`src/rtl/mem_bus_arbiter.sv`:
```
// rtl/mem_bus_arbiter.sv - two-port (cpu/dma) memory-space bus cycle sequencer with round-robin arbitration
module mem_bus_arbiter #(
    parameter int RAM_WS   = 1,
    parameter int ROM_WS   = 2,
    parameter int MAX_WAIT = 255
) (
    input  logic        clk,
    input  logic        reset,
    input  logic        cpu_req,
    input  logic        cpu_we,
    input  logic [23:0] cpu_addr,
    input  logic [15:0] cpu_wdata,
    output logic        cpu_ack,
    input  logic        dma_req,
    input  logic        dma_we,
    input  logic [23:0] dma_addr,
    input  logic [15:0] dma_wdata,
    output logic        dma_ack,
    output logic [15:0] rdata,
    output logic [23:0] ab,
    output logic [15:0] db_out,
    output logic        db_oe,
    input  logic [15:0] db_in,
    input  logic        nws,
    output logic        nmem,
    output logic        nr,
    output logic        nw,
    output logic        grant,
    output logic        err
);

    localparam logic [7:0] LP_RAM_WS   = 8'(RAM_WS);
    localparam logic [7:0] LP_ROM_WS   = 8'(ROM_WS);
    localparam logic [7:0] LP_MAX_WAIT = 8'(MAX_WAIT);

    typedef enum logic [1:0] {
        ST_IDLE,
        ST_SETUP,
        ST_STROBE,
        ST_HOLD
    } state_t;

    state_t      r_state;
    state_t      w_next;
    logic [23:0] r_addr;
    logic        r_we;
    logic [15:0] r_wdata;
    logic        r_grant;
    logic        r_last_dma;
    logic [7:0]  r_wait;
    logic [7:0]  r_stretch;
    logic        r_timeout;
    logic [15:0] r_rdata;

    logic w_start;
    logic w_pick_dma;
    logic w_rom;
    logic w_busy;
    logic w_wait_done;
    logic w_timeout_hit;

    // On a tie the port not served last wins; a lone requester always wins.
    assign w_start       = cpu_req | dma_req;
    assign w_pick_dma    = dma_req & (~cpu_req | ~r_last_dma);
    assign w_rom         = (r_addr[23:22] == 2'b10);
    assign w_busy        = (r_state != ST_IDLE);
    assign w_wait_done   = (r_wait == 8'd0);
    assign w_timeout_hit = (r_stretch == LP_MAX_WAIT);

    always_comb begin
        w_next = r_state;
        case (r_state)
            ST_IDLE:   if (w_start) w_next = ST_SETUP;
            ST_SETUP:  w_next = ST_STROBE;
            ST_STROBE: if (w_wait_done && (w_timeout_hit || nws)) w_next = ST_HOLD;
            ST_HOLD:   w_next = ST_IDLE;
            default:   w_next = ST_IDLE;
        endcase
    end

    always_ff @(posedge clk or posedge reset) begin
        if (reset) begin
            r_state    <= ST_IDLE;
            r_addr     <= 24'd0;
            r_we       <= 1'b0;
            r_wdata    <= 16'd0;
            r_grant    <= 1'b0;
            r_last_dma <= 1'b1;
            r_wait     <= 8'd0;
            r_stretch  <= 8'd0;
            r_timeout  <= 1'b0;
            r_rdata    <= 16'd0;
        end else begin
            r_state <= w_next;
            case (r_state)
                ST_IDLE: begin
                    if (w_start) begin
                        r_addr     <= w_pick_dma ? dma_addr  : cpu_addr;
                        r_we       <= w_pick_dma ? dma_we    : cpu_we;
                        r_wdata    <= w_pick_dma ? dma_wdata : cpu_wdata;
                        r_grant    <= w_pick_dma;
                        r_last_dma <= w_pick_dma;
                        r_stretch  <= 8'd0;
                        r_timeout  <= 1'b0;
                    end
                end
                ST_SETUP: begin
                    r_wait <= w_rom ? LP_ROM_WS : LP_RAM_WS;
                end
                ST_STROBE: begin
                    // Programmed wait states run first; nws only stretches once they expire.
                    if (!w_wait_done) begin
                        r_wait <= r_wait - 8'd1;
                    end else if (w_timeout_hit) begin
                        r_timeout <= 1'b1;
                        if (!r_we) r_rdata <= 16'hFFFF;
                    end else if (nws) begin
                        if (!r_we) r_rdata <= db_in;
                    end else begin
                        r_stretch <= r_stretch + 8'd1;
                    end
                end
                default: ;
            endcase
        end
    end

    // Strobes decode straight from state so an async reset releases the bus at once.
    assign nmem    = ~w_busy;
    assign nr      = ~((r_state == ST_STROBE) & ~r_we);
    assign nw      = ~((r_state == ST_STROBE) & r_we & ~w_rom);
    assign db_oe   = w_busy & r_we;
    assign ab      = r_addr;
    assign db_out  = r_wdata;
    assign rdata   = r_rdata;
    assign grant   = r_grant;
    assign cpu_ack = (r_state == ST_HOLD) & ~r_grant;
    assign dma_ack = (r_state == ST_HOLD) &  r_grant;
    assign err     = (r_state == ST_HOLD) & (r_timeout | (r_we & w_rom));

endmodule

```
`config.mk`:
```
export PLATFORM = sky130hd
export DESIGN_NAME = mem_bus_arbiter
export DESIGN_NICKNAME = d
export VERILOG_FILES = /design/src/rtl/mem_bus_arbiter.sv
export SDC_FILE = /design/constraint.sdc
export NUM_CORES = 1
export LEC_CHECK = 0
export CORE_ASPECT_RATIO = 1.4
export CORE_MARGIN = 2
export CORE_UTILIZATION = 43
export CTS_CLUSTER_DIAMETER = 30
export CTS_CLUSTER_SIZE = 40
export DETAILED_ROUTE_END_ITERATION = 8
export GPL_TIMING_DRIVEN = 0
export PLACE_DENSITY = 0.81
export SLEW_MARGIN = 10
export SYNTH_ARGS = -nofsm -noshare
export SYNTH_HDL_FRONTEND = slang
export SYNTH_SLANG_ARGS = --single-unit
```
`constraint.sdc`:
```
create_clock -name clk -period 3.1 [get_ports clk]
set_input_delay 0.775 -clock clk [delete_from_list [all_inputs] [get_ports clk]]
set_output_delay 0.775 -clock clk [all_outputs]
set_load 0.005 [all_outputs]
```
Yosys cells after proc, flatten, opt, wreduce, memory -nomap -nowiden
Index checks and enable logic that the tools add are counted.
{ "word_totals": {"latchBits": 0, "in_bits": 103, "romBits": 0, "word_cells": 80, "n_memories": 0, "ramBits": 0, "ff_bits": 78, "output_inout_bits": 64} }
{ "classes": {"div": 0, "eq_ne": 12, "add_sub_neg": 2, "n_lt_le_gt_ge": 0, "reduce_logical": 14, "mux": 22, "shifts": 0, "bitwise_logic": 20, "n_mul": 0} }
{ "op_table": {"columns": ["operator", "count"], "rows": [
  ["16-bit 2-to-1 mux", 5],
  ["8-bit 2-to-1 mux", 5],
  ["8-bit one-hot mux with 2 select lines", 2],
  ["24-bit 2-to-1 mux", 1],
  ["2-bit inequality test (second input constant)", 7],
  ["1-bit AND", 9],
  ["8-bit by 1-bit adder with 8-bit output (second input constant)", 1],
  ["8-bit == test (second input constant)", 1],
  ["8-bit logical NOT", 1],
  ["1-bit NOT", 8],
  ["2-bit one-hot mux with 4 select lines", 1],
  ["4-bit AND reduction", 2],
  ["2-bit nonzero test", 4],
  ["8-bit by 1-bit subtractor with 8-bit output (second input constant)", 1],
  ["2-bit == test (second input constant)", 3],
  ["2-bit 2-to-1 mux", 3],
  ["2-bit AND reduction", 3],
  ["5-bit AND reduction", 1],
  ["1-bit 2-to-1 mux", 4],
  ["1-bit bitwise OR", 3],
  ["2-bit by 1-bit == test with 1-bit output (second input constant)", 1],
  ["2-bit logical NOT", 1],
  ["1-bit one-hot mux with 2 select lines", 1],
  ["1-bit logical AND", 1],
  ["1-bit logical OR", 1]
]} }

Longest topological paths before layout
{ "depth": {"ltp_word": 5, "mapped_depth": 10, "ltp_nobuf": 6} }

Least setup slack after synthesis
No wires, ideal clock.
{ "synth_path": {"path_kind": "flip-flop to flip-flop", "startpoint": "register r_state[0]", "endpoint": "register r_wdata[5] (netlist: db_out[5])", "synth_period_minus_slack_ns": 2.164, "path_stages_with_launch": 11, "arrival_ns": 2.081, "required_time_ns": 3.017, "setup_time_ns": 0.083, "path_buffers": 4, "setup_slack_ns": 0.936, "path_cell_list": "dfrtp_1 -> inv_1 -> ha_1 -> clkbuf_2 -> or3b_2 -> buf_6 -> nand2_1 -> buf_2 -> buf_1 -> nand2_1 -> o21ai_0"} }
{ "synth_between": {"elab_chain_cells": 2} }
{ "synth_lines": {"columns": ["element", "line_no", "text"], "rows": [
  ["start, declared", "43", "state_t r_state;"],
  ["start signal, assigned", "94", "r_state <= w_next;"],
  ["2-bit logical NOT", "95", "case (r_state)"],
  ["2-bit AND reduction (no source line)", null, null],
  ["end signal, assigned", "100", "r_wdata <= w_pick_dma ? dma_wdata : cpu_wdata;"],
  ["end, declared", "47", "logic [15:0] r_wdata;"]
]} }
Every way passes these cells.
A chain may end at the register's enable or synchronous reset.

Final worst setup path
{ "layout_path": {"startpoint": "register r_state[0]", "endpoint": "output nr"} }
{ "layout_between": {"elab_chain_cells": 3} }
{ "layout_lines": {"columns": ["element", "line_no", "text"], "rows": [
  ["2-bit == test", "130", "assign nr = ~((r_state == ST_STROBE) & ~r_we);"],
  ["1-bit AND", "130", null],
  ["1-bit NOT", "130", null],
  ["end, declared", "26", "output logic nr,"]
]} }
Every way passes these cells.

==> reports/metrics.csv <==
metric,value,unit
drive_above_1_share,7.58,%
core.rowCount,41,
dp_hpwl,7.73,mm
clk_pin_slew,0.06,ns
grt_pass1_vias,3482,
antenna_found_initial,0,
period_share,92.8,%
hold_viol,0,
synthCells,371,
route.detailed.drc,0,
clock_latency,0.33,ns
die_width,84.2,um
post_cts_resized,0,
ys_types,55,
die-area,0.00979,mm2
cp_max_fo,9,
final_common_cell,clkdlybuf4s50_1,
seq_area_frac_synth,50.4,%
numCtsBuffers,9,
dr.pass1.iters,5,
ys_ff_latch,78,
finalNonFillerCells,661,
maxCapViolations,0,
diodes,0,
grt_pass1_wl,16.0,mm
antenna_left,0,
synth_flop_cell,dfrtp_1,
synth_edf_count,0,
worstPathRequired,2.32,ns
port_buffers,166,
core_area,0.00887,mm2
routabilityCongestion,0.738,
period_needed,2.88,ns
rsz0062_at_grt,false,
area_delta_synth_final,54.5,%
final.setup_skew,0.00379,ns
synth_area_per_cell,10.4,um2
peakVddDrop,548,uV
leakage,2.50,nW
num_vias,3468,
cts_root_buf,clkbuf_16,
yosysWarnings,0,
synth_area,0.00387,mm2
cp-end-kind,primary output,
grt.total_usage,20.2,%
grt-ovfl-total,0,
final_cell_mix,"clkdlybuf4s50_1 (166), dfrtp_1 (77), nand2_1 (51), o21ai_0 (50), mux2i_1 (42)",
finalSetupViolCount,0,
clock_sinks,78,
relSlewSlack,54.5,%
drv_slew,0,
whs,0.475,ns
max_freq,348,MHz
htree_levels,3,
wl_per_cell,15.0,um
grt_max_degree,56,
synth_nets,481,
power.density,902,mW/mm2
first_iter_violations,135,
cts_tree,yes,
postCtsHoldBufs,0,
nNetsFinal,659,
ioPinCount,167,
cts.path.max_buffers,2,
postCtsSetupRepairBufs,0,
status,completed,
async_flop_share,100,%
dp_cells,645,
worstMarginPinSlew,0.683,ns
initial_utilization,43.6,%
wirelength,9.90,mm
via_per_inst,5.25,
start_kind,register,
path_class,register to primary output,
worstPathArrival,2.10,ns
hold_class,register to register,
die_h,116,um
-- metrics by stage --
step / power [mW] / utilization [%] / TNS (ns) / setup WS, ns / cell area, um2
final: 5.40 / 67.4 / 0 / 0.223 / 5980
after global routing: 5.78 / 67.4 / 0 / 0.104 / 5980
after CTS: 5.46 / 67.4 / 0 / 0.218 / 5980
after detailed placement: 4.43 / 64.2 / 0 / 0.143 / 5700
after global placement: 4.32 / 63.9 / -69.77 / -0.906 / 5670
after floorplan: 3.11 / - / 0 / 0.332 / 3870
-- synthesized netlist by cell type, types with 3 or more instances --
library cell | n | area share (%)
xor2_1 | 4 | 0.90
o21ai_0 | 50 | 6.5
clkbuf_1 | 9 | 0.87
mux2i_1 | 42 | 11
nand2_1 | 51 | 4.9
o211ai_1 | 4 | 0.78
buf_2 | 4 | 0.52
a21oi_1 | 11 | 1.4
o22ai_1 | 7 | 1.1
inv_1 | 8 | 0.78
nor3_1 | 3 | 0.39
a31oi_1 | 6 | 0.97
ha_1 | 7 | 2.3
o22a_1 | 16 | 3.6
nor2b_1 | 6 | 0.97
buf_1 | 5 | 0.48
nand3_1 | 7 | 0.90
dfrtp_1 | 77 | 50
buf_6 | 3 | 0.87
nor2_1 | 9 | 0.87
-- registers in the layout (all words and copies together), names as in the netlist --
| register | flops |
|---|---|
| ab | 24 |
| db_out | 16 |
| rdata | 16 |
| r_stretch | 8 |
| r_wait | 8 |
| r_state | 2 |
| grant | 1 |
| r_last_dma | 1 |
| r_timeout | 1 |
| r_we | 1 |
-- path summary, 6_finish.rpt --
check / startpoint / to / slack, ns / cells past startpoint
worst min-delay path: ab[6]$_DFFE_PP0P_ / ab[6]$_DFFE_PP0P_ / 0.48 / 2
worst max-delay path: r_state[0]$_DFFE_PP0P_ / nr / 0.22 / 7
max in group asynchronous: reset / r_last_dma$_DFFE_PP1P_ / 1.74 / 3
worst min register to register: ab[6]$_DFFE_PP0P_ / ab[6]$_DFFE_PP0P_ / 0.48 / 2
worst max register to register: r_state[0]$_DFFE_PP0P_ / db_out[2]$_DFFE_PP0P_ / 0.56 / 10
min in group asynchronous: reset / ab[0]$_DFFE_PP0P_ / 0.77 / 2
-- worst max-delay path, stage by stage (launching register included) --
cell,delay [ns]
dfrtp_1,0.41
inv_1,0.12
ha_1,0.17
buf_6,0.14
bufinv_8,0.20
nor2_1,0.21
inv_1,0.06
clkdlybuf4s50_1,0.45
-- final cells by class --
cell class              count  area [um2]
multi-input cells         259        1740
clock buffers              12         236
repair buffers            167        1690
well taps                 107         134
flip-flops and latches     78        1950
inverters                   9        50.0
plain buffers              25         138
clock inverters             4        47.5
fillers                   709        2890
-- per-layer routing --
metal | global-route usage (%) | wire [um] | share of wire, %
met4 | 10.6 | 294 | 3.0
met3 | 5.23 | 680 | 6.9
met2 | 36.9 | 5190 | 52
met1 | 21.3 | 3740 | 38
met5 | 0 | 0 | 0
-- logic make-up after synthesis --
family / synth area share, %
AO/OA/AOI/OAI: 17.8
XOR/XNOR: 1.13
adder cells (fa/ha/maj): 2.26
buffers and inverters: 4.78
flip-flops: 50.4
multiplexers: 11.4
AND/OR/NAND/NOR: 12.1
-- power breakdown --
group	internal (mW)	switching, mW
Clock	0.621	0.392
Combinational	1.46	1.14
Sequential	1.49	0.295
Note: power is estimated with default switching activity, not from simulation.
